## config.mk

```make
export PLATFORM = sky130hd
export DESIGN_NAME = udma_traffic_gen_sched
export DESIGN_NICKNAME = d
export VERILOG_FILES = /design/src/rtl/udma_traffic_gen_sched.sv
export SDC_FILE = /design/constraint.sdc
export NUM_CORES = 1
export LEC_CHECK = 0
export ABC_AREA = 1
export BUFFER_PORTS_ARGS = -buffer_cell sky130_fd_sc_hd__buf_2
export CORE_AREA = 2 2 97 99
export CTS_CLUSTER_DIAMETER = 150
export DETAILED_ROUTE_END_ITERATION = 7
export DIE_AREA = 0 0 99 101
export HOLD_SLACK_MARGIN = 0.15
export PLACE_DENSITY = 0.7
export REMOVE_ABC_BUFFERS = 1
export SLEW_MARGIN = 20
export SYNTH_ARGS = -nofsm -noshare
export SYNTH_HDL_FRONTEND = slang
export SYNTH_SLANG_ARGS = --single-unit
```

## constraint.sdc

```tcl
create_clock -name clk_i -period 2.05 [get_ports clk_i]
set_clock_uncertainty 0.2 [all_clocks]
set_input_delay 0.205 -clock clk_i [delete_from_list [all_inputs] [get_ports clk_i]]
set_output_delay 0.205 -clock clk_i [all_outputs]
set_load 0.005 [all_outputs]
```

## src/rtl/udma_traffic_gen_sched.sv

```systemverilog
// Round-robin scheduler sharing one uDMA RX channel among N_SRC streams, tagging each word with its source.
// Latency: zero-cycle combinational src->rx path in GRANT; one ARB bubble per grant. Optional counters: UDMA_TGEN_SCHED_STATS_EN.
// Backpressure: rx_ready_i is forwarded only to the granted source; a presented word is never abandoned.
module udma_traffic_gen_sched #(
    parameter int N_SRC   = 4,
    parameter int DATA_W  = 32,
    parameter int BURST_W = 8,
    parameter int SRC_W   = $clog2(N_SRC)
) (
    input  logic                         clk_i,
    input  logic                         rstn_i,
    input  logic                         cfg_en_i,
    input  logic [BURST_W-1:0]           cfg_burst_i,
    input  logic [N_SRC-1:0]             cfg_mask_i,
    input  logic [N_SRC-1:0][DATA_W-1:0] src_data_i,
    input  logic [N_SRC-1:0]             src_valid_i,
    output logic [N_SRC-1:0]             src_ready_o,
    output logic [DATA_W-1:0]            rx_data_o,
    output logic [SRC_W-1:0]             rx_src_o,
    output logic                         rx_valid_o,
    input  logic                         rx_ready_i,
    output logic                         busy_o,
    input  logic                         stat_clr_i,
    output logic [N_SRC-1:0][15:0]       stat_cnt_o
);

    typedef enum logic [1:0] {IDLE, ARB, GRANT} state_t;

    state_t             cs, ns;
    logic [SRC_W-1:0]   gnt_idx, gnt_nxt;
    logic [SRC_W-1:0]   last_idx, last_nxt;
    logic [BURST_W-1:0] beat_cnt, beat_nxt;
    logic [BURST_W-1:0] burst_last;
    logic [N_SRC-1:0]   req;
    logic [SRC_W-1:0]   cand, pick_idx;
    logic               pick_found;
    logic               hs;

    assign req = src_valid_i & cfg_mask_i;

    always_ff @(posedge clk_i or negedge rstn_i) begin
        if (!rstn_i) begin
            cs       <= IDLE;
            gnt_idx  <= '0;
            last_idx <= SRC_W'(N_SRC - 1);
            beat_cnt <= '0;
        end else begin
            cs       <= ns;
            gnt_idx  <= gnt_nxt;
            last_idx <= last_nxt;
            beat_cnt <= beat_nxt;
        end
    end

    always_comb begin
        ns          = cs;
        gnt_nxt     = gnt_idx;
        last_nxt    = last_idx;
        beat_nxt    = beat_cnt;
        rx_valid_o  = 1'b0;
        rx_data_o   = '0;
        rx_src_o    = '0;
        src_ready_o = '0;
        busy_o      = 1'b0;
        hs          = 1'b0;
        pick_found  = 1'b0;
        pick_idx    = '0;
        cand        = '0;
        // A burst setting of zero behaves as a single-word burst.
        burst_last  = (cfg_burst_i == '0) ? '0 : cfg_burst_i - BURST_W'(1);

        // Search starts just after the last served source so every source gets its turn.
        for (int k = 1; k <= N_SRC; k++) begin
            cand = SRC_W'((int'(last_idx) + k) % N_SRC);
            if (!pick_found && req[cand]) begin
                pick_found = 1'b1;
                pick_idx   = cand;
            end
        end

        case (cs)
            IDLE: begin
                if (cfg_en_i) ns = ARB;
            end
            ARB: begin
                if (!cfg_en_i) begin
                    ns = IDLE;
                end else if (pick_found) begin
                    gnt_nxt  = pick_idx;
                    beat_nxt = '0;
                    ns       = GRANT;
                end
            end
            GRANT: begin
                busy_o                = 1'b1;
                rx_valid_o            = src_valid_i[gnt_idx] & cfg_mask_i[gnt_idx];
                rx_data_o             = src_data_i[gnt_idx];
                rx_src_o              = gnt_idx;
                src_ready_o[gnt_idx]  = rx_ready_i & cfg_mask_i[gnt_idx];
                hs                    = rx_valid_o & rx_ready_i;
                if (hs) beat_nxt = beat_cnt + BURST_W'(1);
                // Disable only takes effect once the presented word is accepted or withdrawn.
                if ((hs && (beat_cnt == burst_last)) || !rx_valid_o || (!cfg_en_i && hs)) begin
                    last_nxt = gnt_idx;
                    ns       = cfg_en_i ? ARB : IDLE;
                end
            end
            default: ns = IDLE;
        endcase
    end

`ifdef UDMA_TGEN_SCHED_STATS_EN
    logic [N_SRC-1:0][15:0] stat_q;

    always_ff @(posedge clk_i or negedge rstn_i) begin
        if (!rstn_i) begin
            stat_q <= '0;
        end else if (stat_clr_i) begin
            stat_q <= '0;
        end else if (hs && (stat_q[gnt_idx] != 16'hFFFF)) begin
            stat_q[gnt_idx] <= stat_q[gnt_idx] + 16'd1;
        end
    end

    assign stat_cnt_o = stat_q;
`else
    logic unused_stat_clr;

    assign unused_stat_clr = stat_clr_i;
    assign stat_cnt_o      = '0;
`endif

endmodule

```

==> key figures, run 1 <==
Logic synthesis
  – Most common cell in the netlist: nand2_1
  – Post-synth top area cell: a22oi_1
  – Synth cell types: 34
  – Mapped Avg Cell Area: 6.21 um^2
  – Most common library cells after synthesis: nand2_1 (84), a22oi_1 (65), buf_4 (65), a21oi_1 (33), inv_1 (32)
  – #FFs+latches synth: 14
  – Async S/R FF share, synth: 1.00
  – Synth top area cells: a22oi_1 (18%), buf_4 (18%), nand2_1 (12%), dfrtp_1 (11%), a21oi_1 (6.2%)
  – Mapped Cells: 429
  – Synth top area share: 0.183
  – Synth Warn #: 0
  – Seq/Total Area, Yosys: 0.132
  – Synthesized cell area: about 2700 um^2
  – Number of synthesized flops with an enable pin: 0
  – Top_reg_cell synth: dfrtp_1

Final layout
  – Non-Filler Instances: 750
  – Final nets: between 700 and 800
  – ANT cells: 0
  – Layout cells sized above 1: 0.455
  – Area grow syn2layout: 54.2%

Routing
  – DR vias: 3,671
  – Post-Route WL: around 12,000 um
  – Router iterations before antenna repair: 5
  – Post-route ant nets: 0
  – DR DRC count: 0
  – Vias per cell: a little under 5
  – WL per Instance: 16.1 um
  – Initial DRC count: 148

Timing
  – Slew Viols, Final: 0
  – Endpoints failing hold: 0
  – Hold WS: 183 ps
  – Final setup vio count: 5
  – Final worst-path setup slack: -55.0 ps
  – Fin crit period: 2100 ps
  – Period utilization: 1.03
  – Unrepaired setup endpoints after global routing: yes
  – Max Freq: around 0.48 GHz

Floorplan
  – Die area: ~10000 um^2
  – Die Wd: between 90 and 100 um
  – Row Count: 35
  – Die H: between 100 and 150 um
  – I/O pins: 253
  – Initial core utilization: 0.297
  – Core footprint: 8980 um^2

Clocking
  – CTS Sinks: 14
  – Worst-path clk slew: ~60 ps
  – H-Tree Depth: 1
  – CTS tree: built
  – Clk root buf: clkbuf_8
  – Clk buf depth: 2
  – Skew-Pair Late Insertion Delay: between 200 and 300 ps
  – Inserted Clock Buffers: 3

Global routing
  – Largest net degree at the start of global routing: 32
  – Gr usage total: 0.207
  – Total grt overflow: 0
  – Vias in the first global route: ~3,300
  – Initial antenna violation count: 1
  – First-pass GRT wire length: between 15,000 and 20,000 um

Setup path
  – R2R cell count: 10
  – Critical path class: flop to output port
  – Worst EP required: roughly 1600 ps
  – Crit path depth: 7
  – Crit-path slowest cell: dfrtp_2
  – Max incr delay on CP: approximately 500 ps
  – Flop2flop setup slack: -10 ps
  – Critical path capture point type: output port
  – Startpoint Class: flop
  – CP arrival: about 1700 ps
  – Cell family with most CP delay: simple AND/OR/NAND/NOR gates
  – FF-to-FF Start: last_idx[0]
  – CP cell instances: inv_4, nor2_4, nand2_1, nand4_1, nand3_4, nor3_4, buf_2
  – Worst-path maximum fanout: 6
  – Worst path buffer plus inverter count: 2
  – Reg-to-reg endpoint: gnt_idx[1]

Pwr
  – Clk pwr share: 0.071
  – Sw frac: 0.491
  – Leakage: between 2 and 2.5 nW
  – Pwr dens: about 950 nW/um^2
  – Peak supply drop: 817 uV
  – Gate power share: 0.804
  – Int Power: ~2.0 mW
  – Reg power frac: 0.125
  – Sw Pwr: about 1.9 mW

Placed design
  – HPWL after detailed placement: approximately 9400 um
  – IO Port Bufs: 187
  – DP Cell Count: 722
  – Global placer's final weighted congestion: just under 0.9

Status
  – Violated checks: setup timing
  – Status: finished, violations left

Run
  – Maxcap violations: 0

Min path
  – Hold Crit Class: primary input to asynchronous set/reset pin
==> worst max-delay path by stage <==
stage	start	endpoint
finish	gnt_idx[1]	src_ready_o[1]
global route	last_idx[0]	gnt_idx[1]
CTS	gnt_idx[0]	rx_data_o[30]
detailed placement	cfg_burst_i[0]	last_idx[0]
global placement	cfg_burst_i[0]	last_idx[1]
floorplan	gnt_idx[0]	beat_cnt[3]
==> per-stage QoR <==
step	instance area, um^2	power [mW]	setup TNS [ps]	utilization	setup WS, ps
after floorplan	2320	1.78	-3620	-	-369
after global placement	3530	2.58	-77.9	0.394	-33.8
after detailed placement	3530	2.61	-542	0.394	-96.2
after CTS	3720	3.11	0	0.415	1.52
after global routing	4110	4.21	-2020	0.457	-177
final	4110	3.90	-130	0.457	-55.0
==> sequential cells by signal, summed over array words and instances, names as in the netlist <==
signal and flops:
last_idx 2, gnt_idx 2, cs 2, beat_cnt 8
==> cells in the final DEF (no fill, tap or decap), types with 4 or more instances in the layout <==
master	instances
nand4_1	9
nor2_4	5
inv_1	32
o21ai_1	7
nand3_1	23
buf_12	4
nand2_2	9
o21ai_0	6
buf_2	187
nor2_1	26
dfrtp_1	10
buf_4	27
xor2_1	4
a22oi_1	49
conb_1	64
a21oi_1	25
a22oi_2	16
a21oi_2	9
clkbuf_8	4
nand2_1	79
==> cell type report <==
cell class	count	area [um^2]
clock buffers	4	55.1
fillers	894	4870
inverters	38	148
multi-input cells	355	2040
flip-flops and latches	14	355
well taps	111	139
repair buffers	228	1370
==> power by group through the flow <==
stage	Combinational, mW	Sequential (mW)	Clock (mW)
after floorplan	1.33	0.446	0
after global placement	2.11	0.476	0
after CTS	2.36	0.469	0.281
final	3.13	0.488	0.278
after global routing	3.42	0.498	0.289
after detailed placement	2.14	0.475	0
==> per-layer routing <==
| metal | vias to the layer above | part of all wire | global-route usage |
|---|---|---|---|
| met4 | 0 | 0.012 | 0.0485 |
| li1 | 1765 | - | - |
| met5 | - | 0 | 0 |
| met3 | 16 | 0.074 | 0.0250 |
| met2 | 189 | 0.48 | 0.340 |
| met1 | 1701 | 0.43 | 0.291 |
==> timing repair <==
item / in CTS / in global routing
hold buffers: 3 / 0
setup buffers: 7 / 10
pin swaps: 3 / 29
resized for setup: 15 / 52
gates cloned: 0 / 4
setup endpoints to repair: 45 / 50
hold endpoints to repair: 16 / 0
==> cells by family (layout without fill, tap and decap cells) <==
kind of cell	count (synthesis)	after routing	synth area share
buffers and inverters	123	270	0.271
flip-flops	14	14	0.132
XOR/XNOR	5	5	0.0193
AO/OA/AOI/OAI	117	117	0.284
AND/OR/NAND/NOR	167	167	0.282
adder cells (fa/ha/maj)	2	2	0.00939
other	1	64	0.00141
(Power assumes the default switching activity.)
==> run 2: changes to the inputs <==
--- a/config.mk
+++ b/config.mk
@@ -7,12 +7,11 @@
 export LEC_CHECK = 0
 export ABC_AREA = 1
 export BUFFER_PORTS_ARGS = -buffer_cell sky130_fd_sc_hd__buf_2
-export CORE_AREA = 2 2 97 99
+export CORE_AREA = 2 2 98 100
 export CTS_CLUSTER_DIAMETER = 150
 export DETAILED_ROUTE_END_ITERATION = 7
-export DIE_AREA = 0 0 99 101
-export HOLD_SLACK_MARGIN = 0.15
-export PLACE_DENSITY = 0.7
+export DIE_AREA = 0 0 100 102
+export PLACE_DENSITY = 0.66
 export REMOVE_ABC_BUFFERS = 1
 export SLEW_MARGIN = 20
 export SYNTH_ARGS = -nofsm -noshare
==> constraint.sdc (replaced) <==
create_clock -name clk_i -period 2.1 [get_ports clk_i]
set_clock_uncertainty 0.2 [all_clocks]
set_input_delay 0.21 -clock clk_i [delete_from_list [all_inputs] [get_ports clk_i]]
set_output_delay 0.21 -clock clk_i [all_outputs]
set_load 0.005 [all_outputs]
==> key figures, run 2 (synthesis results as in run 1) <==
Final layout
  – Top reg by flops: beat_cnt
  – Max FFs per register: 8
  – Final nets: approximately 800
  – Most frequent cells in the layout: buf_2 (187), nand2_1 (81), conb_1 (64)
  – Cell area after layout: between 4000 and 5000 um^2
  – Multi-input combinational cell area: between 2000 and 2500 um^2
  – ANT cells: 0
  – Most common cell after layout, fill and taps aside: buf_2
  – # fillers: a little under 1,000
  – Layout cells sized above 1: 0.450
  – Area grow syn2layout: 50.6%
  – Reg area: ~360 um^2

Global routing
  – Gr usage total: 0.197
  – First-pass GRT wire length: about 16,000 um
  – Largest net degree at the start of global routing: 33
  – Vias in the first global route: approximately 3,000
  – Total grt overflow: 0
  – Initial antenna violation count: 0

Setup path
  – Worst EP required: approximately 1700 ps
  – CP arrival: approximately 1700 ps
  – Worst-path maximum fanout: 8
  – Startpoint Class: flop
  – Critical path capture point type: output port
  – Critical path class: flop to output port

Floorplan
  – Initial core utilization: 0.292
  – Core footprint: 9110 um^2
  – Die H: roughly 100 um
  – I/O pins: 253
  – Row Count: 35
  – Die area: around 10,000 um^2
  – Die Wd: around 100 um

Routing
  – Initial DRC count: roughly 160
  – Post-route ant nets: 0
  – Post-Route WL: 12,200 um
  – WL per Instance: between 15 and 20 um
  – Vias per cell: just under 5
  – DR vias: 3,586
  – DR DRC count: 0
  – Router iterations before antenna repair: 4

Clocking
  – CTS tree: built
  – H-Tree Depth: 1
  – Clk buf depth: 2
  – Worst-path clk slew: 60 ps
  – Skew-Pair Late Insertion Delay: roughly 250 ps
  – CTS Sinks: 14
  – Clk root buf: clkbuf_8
  – Inserted Clock Buffers: 3

Placed design
  – Global placer's final weighted congestion: 0.843
  – HPWL after detailed placement: 9630 um
  – IO Port Bufs: ~190
  – Placed instance area: 3510 um^2

Timing
  – Period utilization: 0.984
  – Unrepaired setup endpoints after global routing: yes
  – Endpoints failing hold: 0
  – Final setup TNS: 0 ps
  – Slew Viols, Final: 0
  – Max Freq: approximately 0.48 GHz
  – Final setup vio count: 0
  – Fin crit period: between 2000 and 2500 ps

Run
  – Maxcap violations: 0

Min path
  – Hold Crit Class: primary input to flop

Pwr
  – Pwr dens: a little over 900 nW/um^2
  – Leakage: ~2.2 nW
  – Peak supply drop: about 470 uV

Status
  – Status: complete, no violations
## run 2: cell count changes in the layout (fill, tap and decap cells not counted), sizes merged
cell	change
clkbuf	+1
nand2	+1
buf	-12
dlygate4sd3	-2
## run 2: worst paths after layout
kind | start | slack, ps | cells past startpoint | to
worst min-delay path | rx_ready_i | 90 | 4 | cs[1]
worst max-delay path | gnt_idx[0] | 30 | 7 | rx_data_o[8]
worst min register to register | last_idx[1] | 310 | 2 | last_idx[1]
worst max register to register | last_idx[0] | 50 | 10 | beat_cnt[2]
min in group asynchronous | rstn_i | 190 | 2 | beat_cnt[2]
max in group asynchronous | rstn_i | 1210 | 2 | last_idx[0]
## run 2: per-layer routing
| layer | track usage | share of wire |
|---|---|---|
| met1 | 0.275 | 0.43 |
| met2 | 0.334 | 0.50 |
| met3 | 0.0267 | 0.067 |
| met4 | 0.0263 | 0.011 |
| met5 | 0 | 0 |
## run 2: stage by stage
step | hold WS, ps | util | total power, mW | instances | setup slack, ps
6_report | 93.8 | 0.440 | 3.65 | 738 | 34.3
5_1_grt | 107 | 0.440 | 3.93 | 738 | -70.3
4_1_cts | 92.0 | 0.398 | 2.86 | 726 | -0.0900
3_5_place_dp | -71.2 | 0.386 | 2.50 | 719 | -52.5
3_3_place_gp | -75.7 | 0.386 | 2.45 | 719 | 8.46
2_1_floorplan | -286 | - | 1.74 | 407 | -319
## run 2: worst max-delay path: stages, from the launching register on
cell and delay (ps):
dfrtp_2 480, inv_2 80, nor2_4 180, buf_12 150, clkbuf_16 160, a22oi_2 60, a21oi_2 150, buf_2 140
## run 2: power breakdown
part / internal [mW] / switching [mW] / total, mW
clock network: 0.134 / 0.0941 / 0.228
logic: 1.33 / 1.62 / 2.95
registers: 0.349 / 0.122 / 0.471
## run 2: repair_timing
action | 4_1_cts | 5_1_grt
gates resized for setup | 12 | 49
hold buffers | 1 | 0
endpoints found under the hold margin | 14 | 0
buffers inserted | 2 | 6
gates cloned | 0 | 6
setup endpoints to repair | 35 | 48
pin swaps | 3 | 25
## run 2: final cells by class
class,count,area share
Multi-Input combinational cell,356,0.509
Tap cell,111,0.0346
Inverter,38,0.0356
Sequential cell,14,0.0886
Timing Repair Buffer,215,0.321
Clock buffer,4,0.0112
==> run 3: changes to the inputs <==
--- a/config.mk
+++ b/config.mk
@@ -5,12 +5,11 @@
 export SDC_FILE = /design/constraint.sdc
 export NUM_CORES = 1
 export LEC_CHECK = 0
-export ABC_AREA = 1
 export BUFFER_PORTS_ARGS = -buffer_cell sky130_fd_sc_hd__buf_2
-export CORE_AREA = 2 2 98 100
+export CORE_AREA = 2 2 99 101
 export CTS_CLUSTER_DIAMETER = 150
 export DETAILED_ROUTE_END_ITERATION = 7
-export DIE_AREA = 0 0 100 102
+export DIE_AREA = 0 0 101 103
 export PLACE_DENSITY = 0.66
 export REMOVE_ABC_BUFFERS = 1
 export SLEW_MARGIN = 20
==> key figures, run 3 <==
Routing
  – WL per Instance: about 16 um
  – Vias per cell: between 4 and 5
  – Initial DRC count: 135
  – DR vias: approximately 2,900
  – DR DRC count: 0
  – Router iterations before antenna repair: 4
  – Post-route ant nets: 0
  – Post-Route WL: between 9000 and 10,000 um

Status
  – Violated checks: setup timing
  – Status: finished, violations left

Final layout
  – Most common cell after layout, fill and taps aside: buf_2
  – ANT cells: 0
  – Most frequent cells in the layout: buf_2 (165), conb_1 (64), mux4_2 (34)
  – Area grow syn2layout: 56.5%
  – Top reg by flops: beat_cnt
  – Max FFs per register: 8
  – Layout cells sized above 1: 0.620
  – Final nets: 657

Clocking
  – Clk root buf: clkbuf_8
  – Skew-Pair Late Insertion Delay: around 250 ps
  – Inserted Clock Buffers: 3
  – Clk buf depth: 2
  – CTS tree: built
  – H-Tree Depth: 1
  – CTS Sinks: 14
  – Worst-path clk slew: 50 ps

Global routing
  – Largest net degree at the start of global routing: 38
  – Initial antenna violation count: 1
  – First-pass GRT wire length: roughly 12,000 um
  – Gr usage total: 0.149
  – Total grt overflow: 0
  – Vias in the first global route: between 2,000 and 2,500

Logic synthesis
  – Synth top area cells: mux4_2 (28%), buf_4 (18%), dfrtp_1 (11%), and2_1 (7.8%), xor2_1 (2.9%)
  – Post-synth top area cell: mux4_2
  – Number of synthesized flops with an enable pin: 0
  – Synthesized cell area: approximately 2700 um^2
  – Mapped Cells: roughly 290
  – Seq/Total Area, Yosys: 0.130
  – Most common library cells after synthesis: buf_4 (64), and2_1 (34), mux4_2 (34), nand2_1 (17), nor2_1 (16)
  – Synth top area share: 0.281
  – Mapped Avg Cell Area: approximately 9.4 um^2
  – #FFs+latches synth: 14
  – Synth Warn #: 0
  – Synth cell types: 49
  – Top_reg_cell synth: dfrtp_1
  – Async S/R FF share, synth: 1.00
  – Most common cell in the netlist: buf_4

Setup path
  – Worst path buffer plus inverter count: 2
  – Worst-path maximum fanout: 4
  – Cell family with most CP delay: simple AND/OR/NAND/NOR gates
  – Critical path capture point type: flop
  – CP arrival: between 2000 and 2500 ps
  – Crit-path slowest cell: or4b_4
  – CP cell instances: buf_8, inv_4, ha_4, or4b_4, or3_4, a31oi_1, nor3_1, a311oi_2, o31ai_4, mux2_4
  – Startpoint Class: primary input
  – Max incr delay on CP: approximately 500 ps
  – Critical path class: primary input to flop
  – Worst EP required: around 2100 ps

Pwr
  – Pwr dens: 552 nW/um^2
  – Leakage: around 2.2 nW
  – Peak supply drop: ~250 uV

Floorplan
  – Die area: between 10,000 and 15,000 um^2
  – Initial core utilization: 0.288
  – Die H: between 100 and 150 um
  – Row Count: 36
  – Core footprint: roughly 9500 um^2
  – I/O pins: between 200 and 300
  – Die Wd: between 100 and 150 um

Placed design
  – HPWL after detailed placement: between 7000 and 8000 um
  – Global placer's final weighted congestion: roughly 0.86
  – IO Port Bufs: 187
  – DP Worst Slack: -647 ps

Run
  – Maxcap violations: 0

Timing
  – Endpoints failing hold: 0
  – Slew Viols, Final: 0
  – Final setup TNS: -2270 ps
  – Unrepaired setup endpoints after global routing: yes
  – Period utilization: 1.15
  – Max Freq: between 0.4 and 0.5 GHz
  – Final setup vio count: 37
  – Fin crit period: about 2400 ps
  – Final worst-path setup slack: -305 ps

Min path
  – Hold Crit Class: primary input to flop
-- run 3: repair_timing --
item,in CTS,in global routing
pin swaps,8,13
hold buffers,1,0
setup endpoints to repair,37,46
cloned,1,5
hold endpoints to repair,14,0
gates resized for setup,31,51
buffers inserted,6,6
-- run 3: area by class of cell --
type                    count  area (um^2)
flip-flops and latches     14          355
well taps                 114          143
repair buffers            229         1540
multi-input cells         253         2160
inverters                   5         23.8
clock buffers               4         45.0
fillers                   910         5200
-- run 3: worst paths after layout --
check,startpoint,end,slack (ps),cells past startpoint
max in group asynchronous,rstn_i,last_idx[0],1220,2
min in group asynchronous,rstn_i,beat_cnt[1],190,2
hold / removal,rx_ready_i,cs[1],60,2
hold reg to reg,beat_cnt[7],beat_cnt[7],370,2
setup / recovery,cfg_burst_i[1],last_idx[1],-310,10
setup reg to reg,beat_cnt[0],last_idx[1],-100,7
-- run 3: worst register-to-register path: cells and delay by family, from the launching register on --
kind	cells	cell delay, ps
muxes	1	330
AOI/OAI and AO/OA	2	380
DFF	1	400
xor gates and xnor gates	1	160
and+or+nand+nor	3	650
-- run 3: report_power, final --
part | internal [mW] | switching (mW)
sequential | 0.325 | 0.0500
clock | 0.134 | 0.0960
combinational | 1.09 | 0.660
total | 1.55 | 0.806
-- run 3: metal layers --
| metal | global-route usage | routed length, um | part of all wire |
|---|---|---|---|
| met5 | 0 | 13 | 0.0014 |
| met4 | 0.0249 | 142 | 0.015 |
| met3 | 0.0244 | 746 | 0.078 |
| met2 | 0.263 | 4980 | 0.52 |
| met1 | 0.195 | 3710 | 0.39 |
-- run 3: logic make-up (layout without fill, tap and decap cells) --
logic type / after synthesis / count (layout) / share of synthesized area
and+or+nand+nor: 103 / 103 / 0.213
buffers and inverters: 87 / 238 / 0.224
muxes: 40 / 40 / 0.304
AOI/OAI and AO/OA: 30 / 30 / 0.0740
xor gates and xnor gates: 14 / 14 / 0.0450
DFF: 14 / 14 / 0.130
adders and majority gates: 2 / 2 / 0.00919
other: 1 / 64 / 0.00138
-- run 3: stage by stage --
stage | util | cells | total power [mW] | cell area (um^2) | hold WS, ps
6_report | 0.451 | 619 | 2.35 | 4260 | 57.0
5_1_grt | 0.451 | 619 | 2.50 | 4260 | 69.8
4_1_cts | 0.410 | 608 | 1.97 | 3880 | 35.8
3_5_place_dp | 0.384 | 596 | 1.57 | 3630 | -68.3
3_3_place_gp | 0.384 | 596 | 1.55 | 3630 | -81.9
2_1_floorplan | - | 272 | 1.20 | 2370 | -286
